### config.mk
export PLATFORM = sky130hd
export DESIGN_NAME = ysyx_210544_rtc_arb
export DESIGN_NICKNAME = d
export VERILOG_FILES = /design/src/rtl/ysyx_210544_rtc_arb.sv
export SDC_FILE = /design/constraint.sdc
export NUM_CORES = 1
export LEC_CHECK = 0
export BUFFER_PORTS_ARGS = -buffer_cell sky130_fd_sc_hd__buf_2
export CAP_MARGIN = 10
export CORE_MARGIN = 4
export CORE_UTILIZATION = 45
export DETAILED_ROUTE_END_ITERATION = 8
export PLACE_DENSITY = 0.81
export SYNTH_ARGS = -nofsm -noshare
export SYNTH_HDL_FRONTEND = slang
export SYNTH_SLANG_ARGS = --single-unit
### constraint.sdc
create_clock -name clk_i -period 5 [get_ports clk_i]
set_clock_uncertainty 0.1 [all_clocks]
set_input_delay 0.75 -clock clk_i [delete_from_list [all_inputs] [get_ports clk_i]]
set_output_delay 0.75 -clock clk_i [all_outputs]
set_load 0.1 [all_outputs]
### src/rtl/ysyx_210544_rtc_arb.sv
// Two-port round-robin read arbiter for the RTC block. Each transaction issues
// one rtc_ren pulse, captures the RTC value and returns it on a valid/ready
// response channel. A programmable idle gap separates consecutive reads.
module ysyx_210544_rtc_arb #(
  parameter int unsigned DATA_W  = 64,
  parameter int unsigned MIN_GAP = 0
) (
  input  logic              clk_i,
  input  logic              rst_ni,

  input  logic              req0_valid_i,
  output logic              req0_ready_o,
  output logic              rsp0_valid_o,
  input  logic              rsp0_ready_i,
  output logic [DATA_W-1:0] rsp0_data_o,
  output logic              rsp0_err_o,

  input  logic              req1_valid_i,
  output logic              req1_ready_o,
  output logic              rsp1_valid_o,
  input  logic              rsp1_ready_i,
  output logic [DATA_W-1:0] rsp1_data_o,
  output logic              rsp1_err_o,

  output logic              rtc_ren_o,
  input  logic [DATA_W-1:0] rtc_rdata_i,
  output logic              busy_o
);

  localparam logic [1:0] StIdle = 2'd0;
  localparam logic [1:0] StRead = 2'd1;
  localparam logic [1:0] StResp = 2'd2;

  localparam logic [7:0] GapInit = MIN_GAP[7:0];

  logic [1:0]        state_q, state_d;
  logic [7:0]        gap_q, gap_d;
  logic              last_grant_q, last_grant_d;
  logic              owner_q, owner_d;
  logic [DATA_W-1:0] data_q, data_d;
  logic              err_q, err_d;

  logic              grant;
  logic              can_grant;
  logic              any_req;
  logic              owner_rsp_ready;

  // Pick the requester: a lone valid port wins, a tie goes to the port not served last.
  always_comb begin
    any_req   = req0_valid_i | req1_valid_i;
    can_grant = (state_q == StIdle) && (gap_q == 8'd0);
    if (req0_valid_i && req1_valid_i) begin
      grant = ~last_grant_q;
    end else begin
      grant = req1_valid_i;
    end
  end

  // Request/response handshake outputs; only the owner sees a response.
  always_comb begin
    req0_ready_o    = can_grant & req0_valid_i & ~grant;
    req1_ready_o    = can_grant & req1_valid_i & grant;
    rtc_ren_o       = (state_q == StRead);
    rsp0_valid_o    = (state_q == StResp) & ~owner_q;
    rsp1_valid_o    = (state_q == StResp) & owner_q;
    rsp0_data_o     = data_q;
    rsp1_data_o     = data_q;
    rsp0_err_o      = rsp0_valid_o & err_q;
    rsp1_err_o      = rsp1_valid_o & err_q;
    busy_o          = (state_q != StIdle) || (gap_q != 8'd0);
    owner_rsp_ready = owner_q ? rsp1_ready_i : rsp0_ready_i;
  end

  // Sequencer next state: IDLE -> READ -> RESP -> IDLE.
  always_comb begin
    state_d      = state_q;
    gap_d        = gap_q;
    last_grant_d = last_grant_q;
    owner_d      = owner_q;
    data_d       = data_q;
    err_d        = err_q;
    case (state_q)
      StIdle: begin
        if (gap_q != 8'd0) begin
          gap_d = gap_q - 8'd1;
        end else if (any_req) begin
          // The granted port's ready is high, so any valid request completes a handshake.
          owner_d = grant;
          state_d = StRead;
        end
      end
      StRead: begin
        data_d  = rtc_rdata_i;
        err_d   = (rtc_rdata_i == '0);
        state_d = StResp;
      end
      StResp: begin
        if (owner_rsp_ready) begin
          state_d      = StIdle;
          last_grant_d = owner_q;
          gap_d        = GapInit;
        end
      end
      default: state_d = StIdle;
    endcase
  end

  // State registers with synchronous active-low reset; reset drops any in-flight read.
  always_ff @(posedge clk_i) begin
    if (!rst_ni) begin
      state_q      <= StIdle;
      gap_q        <= 8'd0;
      last_grant_q <= 1'b1;
      owner_q      <= 1'b0;
      data_q       <= '0;
      err_q        <= 1'b0;
    end else begin
      state_q      <= state_d;
      gap_q        <= gap_d;
      last_grant_q <= last_grant_d;
      owner_q      <= owner_d;
      data_q       <= data_d;
      err_q        <= err_d;
    end
  end

endmodule
==> Word level (Yosys, flattened, before mapping) <==
Index checks and enable logic that the tools add are counted.
{ "word_totals": {"elab_cells": 48, "inputBits": 70, "regBits": 77, "out_inout_bits": 136} }
{ "op_classes": {"n_reduce_logical": 13, "mux": 9, "add_sub_neg": 1, "eq_ne": 6, "n_bitwise": 13} }
{ "op_table": {"columns": ["op", "n"], "rows": [
  ["$logic_not A64 Y1", 1],
  ["$mux W8", 2],
  ["$pmux W8 S2", 1],
  ["$reduce_and A3 Y1", 3],
  ["$and A1 B1 Y1", 8],
  ["$logic_not A8 Y1", 1],
  ["$reduce_bool A8 Y1", 1],
  ["$sub A8 B1 Y8 const B", 1],
  ["$mux W2", 3],
  ["$ne A2 B2 Y1 const B", 3],
  ["$pmux W2 S3", 1],
  ["$not A1 Y1", 4],
  ["$reduce_bool A2 Y1", 2],
  ["$eq A2 B1 Y1 const B", 1],
  ["$eq A2 B2 Y1 const B", 1],
  ["$logic_and A1 B1 Y1", 2],
  ["$logic_not A2 Y1", 1],
  ["$mux W1", 2],
  ["$ne A2 B1 Y1 const B", 1],
  ["$reduce_and A2 Y1", 1],
  ["$logic_or A1 B1 Y1", 1],
  ["$or A1 B1 Y1", 1]
]} }

==> Depth between registers and ports, before layout <==
Gate-level depths: netlist of run 1.
{ "depth": {"depth_word": 4, "depth_mapped": 7, "ltp_nobuf": 6} }

==> Worst setup path before layout of run 1 <==
Ideal clock, no wire load.
{ "synth_path": {"path_kind": "register to output", "start": "register gap_q[0]", "end": "output req0_ready_o", "path_buffers": 1, "stages_incl_launch_ff": 7, "slack_ns": 1.060, "arrival_time_ns": 3.090, "t_required_ns": 4.150, "path_cell_list": "dfxtp_1 -> inv_1 -> ha_1 -> or4b_4 -> buf_6 -> or4b_4 -> a21oi_1"} }
{ "synth_between": {"elab_chain_len": 4} }
{ "synth_rtl": {"columns": ["item", "line", "rtl"], "rows": [
  ["start: declaration", "37", "logic [7:0] gap_q, gap_d;"],
  ["start signal: assignment", "119", "gap_q <= gap_d;"],
  ["$logic_not A8 Y1", "51", "can_grant = (state_q == StIdle) && (gap_q == 8'd0);"],
  ["$logic_and A1 B1 Y1", "51", null],
  ["$and A1 B1 Y1 (2 in series)", "61", "req0_ready_o = can_grant & req0_valid_i & ~grant;"],
  ["end: declaration", "12", "output logic req0_ready_o,"]
]} }
No other way between the ends.

==> Worst setup path in the final report of run 1 <==
Ends and elaborated chain as after synthesis.

==> reports/metrics.csv, run 1 <==
stage,metric,value,unit
status,outcome,finished clean,
logic_synthesis,number of synthesized register bits,77,
logic_synthesis,Mean Syn Cell Area,8.14,sq um
power,clock network power share,0.120,
drt,Initial DRC Count,84,
finish,share of layout cells above drive strength 1,0.383,
global_route,first-pass GRT wire length,15.7,mm
global_route,initial antenna violation count,0,
sta,Setup TNS Final,0,ns
sta,Final min period,3.37,ns
sta,final hold vios,0,
drt,Total Routed Length,9.69,mm
cts,setup bufs post-CTS,0,
worst_hold_path,hold path cells,2,
logic_synthesis,Yosys warnings,0,
drt,DR vias/cell,4.97,
floorplan,IO Count,206,
power,Net Sw Power,2070,uW
logic_synthesis,syn nets,519,
worst_setup_path,Top Family by Delay on Critical Path,simple AND/OR/NAND/NOR gates,
cts,post-CTS resize count,0,
worst_setup_path,CP arrival,2.52,ns
logic_synthesis,post-synthesis cell type count,34,
power,cell-internal power,1250,uW
worst_setup_path,endpoint type of the worst setup path,output port,
finish,Final #Nets,650,
power,VDD IR-drop max,0.578,mV
floorplan,die height,97.9,um
cts,clk_lat worst skew,0.33,ns
power,Gate power share,0.624,
floorplan,Core Area,7810,sq um
floorplan,die footprint,9590,sq um
logic_synthesis,number of flops mapped to enable cells by yosys,0,
floorplan,Starting Density,0.466,
global_route,Total GRT Usage,0.198,
cts,"Hold-fix buffers, CTS",0,
drt,routed vias,3400,
sta,Fmax,0.297,GHz
floorplan,Chip Width,97.9,um
finish,Area growth syn-to-layout,20.8,%
sta,slew of the pin with the lowest slew margin,1.05,ns
worst_setup_path,"critical path, cell by cell",inv_1 > ha_1 > or4b_4 > or4b_4 > a21oi_1 > buf_2,
worst_setup_path,crit path max fanout,8,
logic_synthesis,Mapped Cells,447,
worst_hold_path,Hold Path Origin,rsp0_data_o[30]$_SDFFE_PN0P_,
floorplan,row count,32,
finish,final cell count without fillers,684,
worst_setup_path,CP Class,reg -> out,
cts,Num CTS Buffers,9,
logic_synthesis,post-synthesis sequential area ratio,0.424,
power,Sw Ratio,0.624,
power,Leak,0.00213,uW
cts,Worst-path clk slew,0.07,ns
sta,Tcrit/Tclk final,0.673,
finish,# diodes,0,
sta,Final Max Slew Viols,0,
worst_setup_path,Startpoint Class,register,
power,P per Cell Area,755,nW/um^2
drt,Routed wire per std cell,14.2,um
placed_design,Port Buf Inserts,205,
logic_synthesis,Synth Flop Type,dfxtp_1,
worst_hold_path,Hold Path End,rsp0_data_o[30]$_SDFFE_PN0P_,
cts,clock root buffer,clkbuf_8,
placed_design,gpl congestion,0.854,
job,Max Cap Violations,0,
drt,Remaining DRCs,0,
sta,RSZ-0062 raised after global routing,no,
worst_setup_path,reg2reg start,gap_q[0]$_SDFFE_PN0P_,
worst_setup_path,most frequent CP cell,or4b_4,
worst_setup_path,CP bufs+invs,2,
power,sequential share of power,0.256,
cts,H-tree depth,3,
logic_synthesis,area of the mapped netlist,3640,sq um
worst_setup_path,worst path required time,4.15,ns
global_route,largest net degree at the start of global routing,74,
worst_setup_path,R2R Setup Slk,2.91,ns
logic_synthesis,"Async S/R FF share, synth",0,
worst_setup_path,Worst path slowest cell,or4b_4,
worst_setup_path,reg2reg end,owner_q$_SDFFE_PN0P_,
sta,# setup viols final,0,
drt,DR pass1 iterations,4,
global_route,vias in the first global route,3312,
worst_setup_path,Slowest Stage Delay on Critical Path,0.54,ns
cts,Clock Path Buffers,2,
worst_hold_path,Min-Delay Path Class,reg -> reg,
worst_setup_path,R2R depth,6,
sta,Worst slew margin,0.299,
cts,CTS tree,done,
drt,DRT antenna net count,0,
global_route,grt ovf,0,
cts,clock sinks,77,
placed_design,hpwl dp,7.38,mm
placed_design,Cells after DPL,669,
## cells in the mapped netlist (all sizes together), types with 2 or more instances
| cell | instances | area, sq um |
|---|---|---|
| and3 | 4 | 25.0 |
| dfxtp | 77 | 1540 |
| o211ai | 2 | 15.0 |
| xor2 | 5 | 43.8 |
| o21ai | 2 | 10.0 |
| nor2b | 4 | 25.0 |
| clkbuf | 19 | 71.3 |
| inv | 6 | 22.5 |
| nand4 | 3 | 18.8 |
| nor3 | 5 | 25.0 |
| buf | 68 | 503 |
| o21a | 2 | 15.0 |
| or4b | 2 | 27.5 |
| nand2b | 2 | 12.5 |
| o2111ai | 2 | 17.5 |
| nand2 | 134 | 503 |
| ha | 2 | 25.0 |
| a21boi | 64 | 480 |
| a21oi | 5 | 25.0 |
| nor4 | 17 | 106 |
| nor2 | 12 | 45.0 |
## state kept, by name, indices dropped and copies added, names as in the netlist
signal / count
rsp0_data_o: 64
gap_q: 8
state_q: 2
err_q: 1
last_grant_q: 1
owner_q: 1
## worst max path at each step
| stage | start | end | slack (ns) | cells past startpoint |
|---|---|---|---|---|
| 2_1_floorplan | gap_q[0]$_SDFFE_PN0P_ | req0_ready_o | 1.06 | 6 |
| 3_3_place_gp | gap_q[0]$_SDFFE_PN0P_ | req0_ready_o | 2.02 | 6 |
| 3_5_place_dp | gap_q[0]$_SDFFE_PN0P_ | req0_ready_o | 1.99 | 6 |
| 4_1_cts | gap_q[0]$_SDFFE_PN0P_ | req0_ready_o | 1.61 | 6 |
| 5_1_grt | gap_q[0]$_SDFFE_PN0P_ | req1_ready_o | 1.46 | 6 |
| 6_report | gap_q[0]$_SDFFE_PN0P_ | req0_ready_o | 1.63 | 6 |
## cell type report
cell class | count | area, sq um
clock inverter | 2 | 10.0
inverter | 6 | 22.5
clock buffer | 13 | 149
tap | 102 | 128
sequential | 77 | 1540
timing repair buffer | 207 | 1040
multi-input combinational | 277 | 1500
fill | 765 | 3410
## cells in the final DEF (no fill, tap or decap), drive strengths merged
master	instances
buf	207
nand2	134
dfxtp	77
a21boi	64
nor4	17
clkbuf	13
nor2	12
inv	6
a21oi	5
xor2	5
nor3	5
nor2b	4
and3	4
nand4	3
or4b	2
o21a	2
o2111ai	2
o211ai	2
ha	2
clkinv	2
nand2b	2
o21ai	2
or3	1
and2	1
mux2i	1
o41ai	1
o31ai	1
or4	1
a32oi	1
nand4b	1
nand3	1
a32o	1
## layer usage
layer / vias up / track usage / routed length [um]
met5: - / 0 / 0
met4: 0 / 0.0895 / 240
met3: 20 / 0.0386 / 696
met2: 140 / 0.354 / 4920
met1: 1570 / 0.227 / 3830
li1: 1670 / - / -
## per-stage QoR
stage                     hold slack (ns)  utilization  cell area [sq um]  total power [uW]  setup WS, ns
after floorplan                     0.352            -               3640              2750          1.06
after global placement              0.362        0.542               4230              2900          2.02
after detailed placement            0.372        0.542               4230              2940          1.99
after CTS                           0.382        0.563               4390              3340          1.61
after global routing                0.405        0.563               4390              3470          1.46
final                               0.377        0.563               4390              3320          1.63
## worst reg2reg max path: stages, from the launching register on
cell	delay, ns
dfxtp_1	0.34
inv_1	0.09
ha_1	0.14
or4b_4	0.52
or4b_4	0.54
a32oi_1	0.18
nor2b_1	0.07
## power groups by stage
stage | logic [uW] | clock network [uW] | registers (uW)
2_1_floorplan | 1280 | 0 | 1470
3_3_place_gp | 2050 | 0 | 849
3_5_place_dp | 2080 | 0 | 860
4_1_cts | 2080 | 411 | 849
5_1_grt | 2160 | 438 | 870
6_report | 2070 | 398 | 848
## cells by family after synthesis
logic type,count (synthesis),synth area share
compound gates,81,0.164
xor+xnor,5,0.0120
fa+ha+maj,2,0.00688
buf+inv,93,0.164
flops,77,0.424
mux,1,0.00275
simple gates,188,0.226
Power figures use the tool's default switching activity.
==> inputs of run 2 (changes only) <==
- CORE_UTILIZATION: 45 -> 44
- PLACE_DENSITY: 0.81 -> 0.8
- clock period: 5 -> 3.3 ns (I/O delays scaled with it)
==> run 2 against run 1 <==
  * Via count grew 0.44%
  * Largest power group unchanged
  * Final cell count grew 0.29%
  * Design area grew 3.1%
  * First-iteration DRC count shrank 30%
  * Non-clock buffer count grew 1
  * Core utilization grew 1.2 points
  * Hold slack lost 0.085 ns
==> reports/metrics.csv, run 2 (synthesis results as in run 1) <==
stage,metric,value,unit,change
cts,clk_lat worst skew,0.34,ns,about the same
cts,CTS tree,done,,
worst_setup_path,CP bufs+invs,2,,unchanged
finish,"commonest non-fill, non-tap cell in the layout",buf_2,,
global_route,Total GRT Usage,0.195,,-0.00348
worst_setup_path,CP arrival,2.57,ns,+0.05 ns
placed_design,Port Buf Inserts,205,,unchanged
drt,Remaining DRCs,0,,unchanged
worst_setup_path,reg2reg start,gap_q[0]$_SDFFE_PN0P_,,
worst_hold_path,Hold Path End,rsp0_data_o[61]$_SDFFE_PN0P_,,
finish,final cell utilization of the core,0.574,,+0.0117
worst_setup_path,endpoint type of the worst setup path,output port,,
worst_setup_path,worst path required time,2.70,ns,-1.45 ns
cts,clock root buffer,clkbuf_8,,
power,VDD IR-drop max,0.799,mV,+38%
placed_design,hpwl dp,7.66,mm,+3.8%
floorplan,die footprint,9790,sq um,+2.1%
cts,clock sinks,77,,unchanged
worst_hold_path,Hold Path Origin,rtc_rdata_i[61],,
worst_setup_path,Top Family by Delay on Critical Path,simple AND/OR/NAND/NOR gates,,
worst_setup_path,R2R depth,6,,unchanged
finish,# diodes,0,,unchanged
power,Sw Ratio,0.593,,-0.0313
floorplan,Core Area,7890,sq um,+1.0%
cts,H-tree depth,3,,unchanged
status,outcome,finished clean,,
cts,post-CTS resize count,0,,unchanged
worst_setup_path,reg2reg end,owner_q$_SDFFE_PN0P_,,
floorplan,Starting Density,0.461,,-0.00473
power,Pwr Total,5390,uW,+63%
finish,# fillers,756,,-1.2%
cts,Clock Path Buffers,2,,unchanged
worst_setup_path,Slowest Stage Delay on Critical Path,0.55,ns,about the same
sta,Fmax,0.316,GHz,
job,Max Cap Violations,0,,unchanged
floorplan,row count,32,,unchanged
power,Leak,0.00219,uW,+2.7%
sta,Worst slew margin,0.534,,+0.235
worst_setup_path,most frequent CP cell,or4b_4,,
sta,# setup viols final,0,,unchanged
drt,DR pass1 iterations,4,,unchanged
power,clock network power share,0.174,,+0.054
cts,"Hold-fix buffers, CTS",0,,unchanged
sta,hold_ws,0.292,ns,-0.0855 ns
power,Net Sw Power,3190,uW,+54%
global_route,initial antenna violation count,0,,unchanged
global_route,largest net degree at the start of global routing,66,,-11%
placed_design,gpl congestion,0.793,,-7.2%
sta,Final min period,3.16,ns,
worst_setup_path,WP depth,6,,unchanged
finish,share of layout cells above drive strength 1,0.392,,+0.00896
cts,Worst-path clk slew,0.09,ns,+0.02 ns
worst_setup_path,Worst path slowest cell,or4b_4,,
worst_hold_path,hold path cells,3,,+1
power,P per Cell Area,1190,nW/um^2,+58%
sta,Tcrit/Tclk final,0.958,,
worst_setup_path,"critical path, cell by cell",inv_1 > ha_1 > or4b_4 > or4b_4 > a21oi_2 > buf_2,,
cts,setup bufs post-CTS,0,,unchanged
drt,Routed wire per std cell,14.5,um,+2.4%
finish,Area growth syn-to-layout,24.6,%,
power,sequential share of power,0.239,,-0.017
finish,Final #Nets,651,,+0.15%
cts,Num CTS Buffers,9,,unchanged
finish,most frequent cells in the layout,"buf_2, nand2_1, dfxtp_1",,
sta,Final Max Slew Viols,0,,unchanged
finish,max FFs per register,64,,unchanged
sta,Setup TNS Final,0,ns,unchanged
floorplan,die height,98.9,um,+1.0%
worst_hold_path,Min-Delay Path Class,in -> reg,,
worst_setup_path,Startpoint Class,register,,
global_route,first-pass GRT wire length,15.6,mm,-0.83%
sta,slew of the pin with the lowest slew margin,0.699,ns,-0.352 ns
power,cell-internal power,2200,uW,+76%
sta,RSZ-0062 raised after global routing,no,,
drt,DRT antenna net count,0,,unchanged
global_route,grt ovf,0,,unchanged
drt,Total Routed Length,9.96,mm,+2.7%
drt,DR vias/cell,4.98,,+0.15%
power,Gate power share,0.587,,-0.037
floorplan,IO Count,206,,unchanged
drt,Initial DRC Count,59,,-30%
global_route,vias in the first global route,3302,,-0.30%
drt,routed vias,3415,,+0.44%
floorplan,Chip Width,98.9,um,+1.0%
worst_setup_path,CP Class,reg -> out,,
worst_setup_path,R2R Setup Slk,1.19,ns,-1.72 ns
worst_setup_path,crit path max fanout,8,,unchanged
sta,final hold vios,0,,unchanged
run 2: cell type report:
class / instances / area [sq um] / area share
repair buffers: 208 / 1060 / 0.235
well taps: 102 / 128 / 0.0282
multi-input cells: 277 / 1510 / 0.332
inverters: 6 / 22.5 / 0.00497
flip-flops and latches: 77 / 1540 / 0.340
clock inverters: 7 / 146 / 0.0323
clock buffers: 9 / 124 / 0.0273
run 2: power by group through the flow:
stage,combinational [uW],sequential (uW),clock (uW)
after global routing,3290,1320,1000
after global placement,3130,1290,0
after floorplan,1940,2230,0
final,3160,1290,940
after CTS,3170,1290,962
after detailed placement,3170,1300,0
run 2: layer usage:
layer  vias up  track usage  routed length, um
met5         -            0                  0
met4         0       0.0830                225
met3        18       0.0375                728
met2       143        0.350               4970
met1      1574        0.223               4030
li1       1680            -                  -
run 2: worst max-delay path by stage:
stage                                from      endpoint  slack, ns
floorplan           gap_q[0]$_SDFFE_PN0P_  req0_ready_o       0.24
global placement    gap_q[0]$_SDFFE_PN0P_  req0_ready_o       0.59
detailed placement  gap_q[0]$_SDFFE_PN0P_  req0_ready_o       0.52
CTS                 gap_q[0]$_SDFFE_PN0P_  req0_ready_o       0.12
global route        gap_q[0]$_SDFFE_PN0P_  req0_ready_o       0.06
finish              gap_q[0]$_SDFFE_PN0P_  req0_ready_o       0.14
run 2: worst reg2reg max path: stages, from the launching register on:
cell and delay [ns]:
dfxtp_1 0.36, inv_1 0.10, ha_1 0.15, or4b_4 0.52, or4b_4 0.55, a32oi_1 0.17, nor2b_1 0.06
run 2: metrics by stage:
stage	setup WS (ns)	cells	cell area [sq um]
floorplan	0.243	447	3640
global placement	0.587	670	4260
detailed placement	0.524	670	4260
CTS	0.122	686	4530
global route	0.0617	686	4530
finish	0.138	686	4530
==> inputs of run 3 (changes only) <==
- CORE_UTILIZATION: 44 -> 45
- CTS_BUF_LIST: unset -> sky130_fd_sc_hd__clkbuf_4 sky130_fd_sc_hd__clkbuf_8
- PLACE_DENSITY: 0.8 -> 0.81
==> run 3 against run 2 <==
  * Core utilization decreased by 0.084 points
  * Via count about the same
  * Setup slack improved by 0.051 ns
  * Combinational power about the same
  * Largest cell class unchanged
  * Die area down 2.0%
  * Design area is 1.2% lower
==> reports/metrics.csv, run 3 (synthesis results as in run 1) <==
stage,metric,value,unit,change
status,outcome,finished clean,,
power,sequential share of power,0.246,,+0.007
floorplan,IO Count,206,,unchanged
cts,clk_lat worst skew,0.33,ns,about the same
floorplan,row count,32,,unchanged
sta,Final Max Slew Viols,0,,unchanged
sta,Worst slew margin,0.544,,+0.00992
worst_setup_path,crit path max fanout,8,,unchanged
floorplan,die footprint,9590,sq um,-2.0%
floorplan,Core Area,7810,sq um,-1.0%
worst_hold_path,hold path cells,3,,unchanged
cts,H-tree depth,3,,unchanged
floorplan,die height,97.9,um,-1.0%
cts,Worst-path clk slew,0.08,ns,about the same
global_route,Total GRT Usage,0.201,,+0.00592
cts,post-CTS resize count,0,,unchanged
finish,most frequent cells in the layout,"buf_2, nand2_1, dfxtp_1",,
sta,final hold vios,0,,unchanged
cts,Clock Path Buffers,2,,unchanged
drt,Total Routed Length,9.80,mm,-1.6%
worst_setup_path,Startpoint Class,register,,
worst_hold_path,Hold Path Origin,rtc_rdata_i[58],,
cts,clock sinks,77,,unchanged
global_route,initial antenna violation count,0,,unchanged
sta,# setup viols final,0,,unchanged
power,VDD IR-drop max,1.10,mV,+38%
worst_hold_path,Min-Delay Path Class,in -> reg,,
power,Leak,0.00217,uW,-1.0%
drt,Routed wire per std cell,14.3,um,-1.5%
worst_hold_path,Hold Path End,rsp0_data_o[58]$_SDFFE_PN0P_,,
finish,max FFs per register,64,,unchanged
worst_setup_path,R2R depth,6,,unchanged
global_route,vias in the first global route,3238,,-1.9%
worst_setup_path,CP Class,reg -> out,,
worst_setup_path,worst path required time,2.70,ns,about the same
finish,# fillers,770,,+1.9%
drt,DR vias/cell,4.98,,about the same
drt,routed vias,3412,,-0.088%
cts,CTS tree,done,,
sta,hold_ws,0.312,ns,+0.0207 ns
sta,Final min period,3.11,ns,-0.0507 ns
cts,setup bufs post-CTS,0,,unchanged
power,P per Cell Area,1170,nW/um^2,-1.7%
cts,Num CTS Buffers,9,,unchanged
finish,share of layout cells above drive strength 1,0.391,,-0.00104
placed_design,hpwl dp,7.59,mm,-0.91%
worst_setup_path,most frequent CP cell,or4b_4,,
power,Sw Ratio,0.602,,+0.00922
finish,"commonest non-fill, non-tap cell in the layout",buf_2,,
sta,Setup TNS Final,0,ns,unchanged
finish,final cell utilization of the core,0.574,,-0.000839
finish,final cell count without fillers,685,,-0.15%
worst_setup_path,reg2reg start,state_q[1]$_SDFFE_PN0P_,,
worst_setup_path,reg2reg end,err_q$_SDFFE_PN0P_,,
finish,Final #Nets,651,,unchanged
cts,clock root buffer,clkbuf_8,,
finish,# diodes,0,,unchanged
worst_setup_path,Slowest Stage Delay on Critical Path,0.55,ns,about the same
placed_design,gpl congestion,0.905,,+14%
global_route,largest net degree at the start of global routing,66,,unchanged
sta,Fmax,0.321,GHz,+1.6%
drt,DRT antenna net count,0,,unchanged
sta,RSZ-0062 raised after global routing,no,,
worst_setup_path,R2R Setup Slk,1.22,ns,+0.03 ns
sta,slew of the pin with the lowest slew margin,0.685,ns,-0.0149 ns
power,clock network power share,0.156,,-0.018
finish,Area growth syn-to-layout,23.1,%,
power,cell-internal power,2080,uW,-5.1%
global_route,grt ovf,0,,unchanged
sta,Tcrit/Tclk final,0.943,,-0.0154
power,Gate power share,0.599,,+0.012
power,Net Sw Power,3150,uW,-1.4%
job,Max Cap Violations,0,,unchanged
floorplan,Starting Density,0.466,,+0.00473
worst_setup_path,endpoint type of the worst setup path,output port,,
worst_setup_path,"critical path, cell by cell",inv_1 > ha_1 > or4b_4 > or4b_4 > a21oi_2 > buf_2,,
placed_design,Cells after DPL,670,,unchanged
drt,Remaining DRCs,0,,unchanged
worst_setup_path,Worst path slowest cell,or4b_4,,
global_route,first-pass GRT wire length,15.9,mm,+2.3%
drt,Initial DRC Count,102,,+73%
worst_setup_path,CP arrival,2.52,ns,-0.05 ns
floorplan,Chip Width,97.9,um,-1.0%
placed_design,Port Buf Inserts,205,,unchanged
cts,"Hold-fix buffers, CTS",0,,unchanged
drt,DR pass1 iterations,4,,unchanged
run 3: layout make-up:
cell class	instances	area [sq um]	area share
Tap cell	102	128	0.0285
Sequential cell	77	1540	0.344
Inverter	6	22.5	0.00503
Clock inverter	3	67.6	0.0151
Clock buffer	12	165	0.0369
Multi-Input combinational cell	277	1510	0.336
Timing Repair Buffer	208	1050	0.234
run 3: power by group through the flow:
stage,Combinational [uW],Clock (uW),Sequential (uW)
6_report,3130,814,1290
5_1_grt,3280,865,1320
4_1_cts,3150,830,1290
3_5_place_dp,3140,0,1310
3_3_place_gp,3120,0,1290
2_1_floorplan,1940,0,2230
run 3: how the worst max path moves through the flow:
| stage | from | endpoint | slack (ns) | cells past startpoint |
|---|---|---|---|---|
| finish | gap_q[0]$_SDFFE_PN0P_ | req0_ready_o | 0.19 | 6 |
| global route | gap_q[0]$_SDFFE_PN0P_ | req1_ready_o | 0.03 | 6 |
| CTS | gap_q[0]$_SDFFE_PN0P_ | req0_ready_o | 0.17 | 6 |
| detailed placement | gap_q[0]$_SDFFE_PN0P_ | req0_ready_o | 0.55 | 6 |
| global placement | gap_q[0]$_SDFFE_PN0P_ | req0_ready_o | 0.59 | 6 |
| floorplan | gap_q[0]$_SDFFE_PN0P_ | req0_ready_o | 0.24 | 6 |
run 3: worst max-delay path, delay by kind of cell, from the launching register on:
family | cells | cell delay [ns]
simple gates | 2 | 1.06
flops | 1 | 0.35
buf+inv | 2 | 0.53
compound gates | 1 | 0.12
fa+ha+maj | 1 | 0.13
run 3: per-stage QoR:
stage,area (sq um),setup slack (ns),total power [uW]
2_1_floorplan,3640,0.243,4170
3_5_place_dp,4250,0.549,4450
3_3_place_gp,4250,0.589,4410
4_1_cts,4480,0.166,5270
5_1_grt,4480,0.0281,5460
6_report,4480,0.189,5240
run 3: layer usage:
metal | wire [um] | vias up | GRT usage
met5 | 0 | - | 0
met4 | 102 | 0 | 0.0607
met3 | 661 | 8 | 0.0386
met2 | 5070 | 135 | 0.354
met1 | 3970 | 1578 | 0.246
li1 | - | 1691 | -
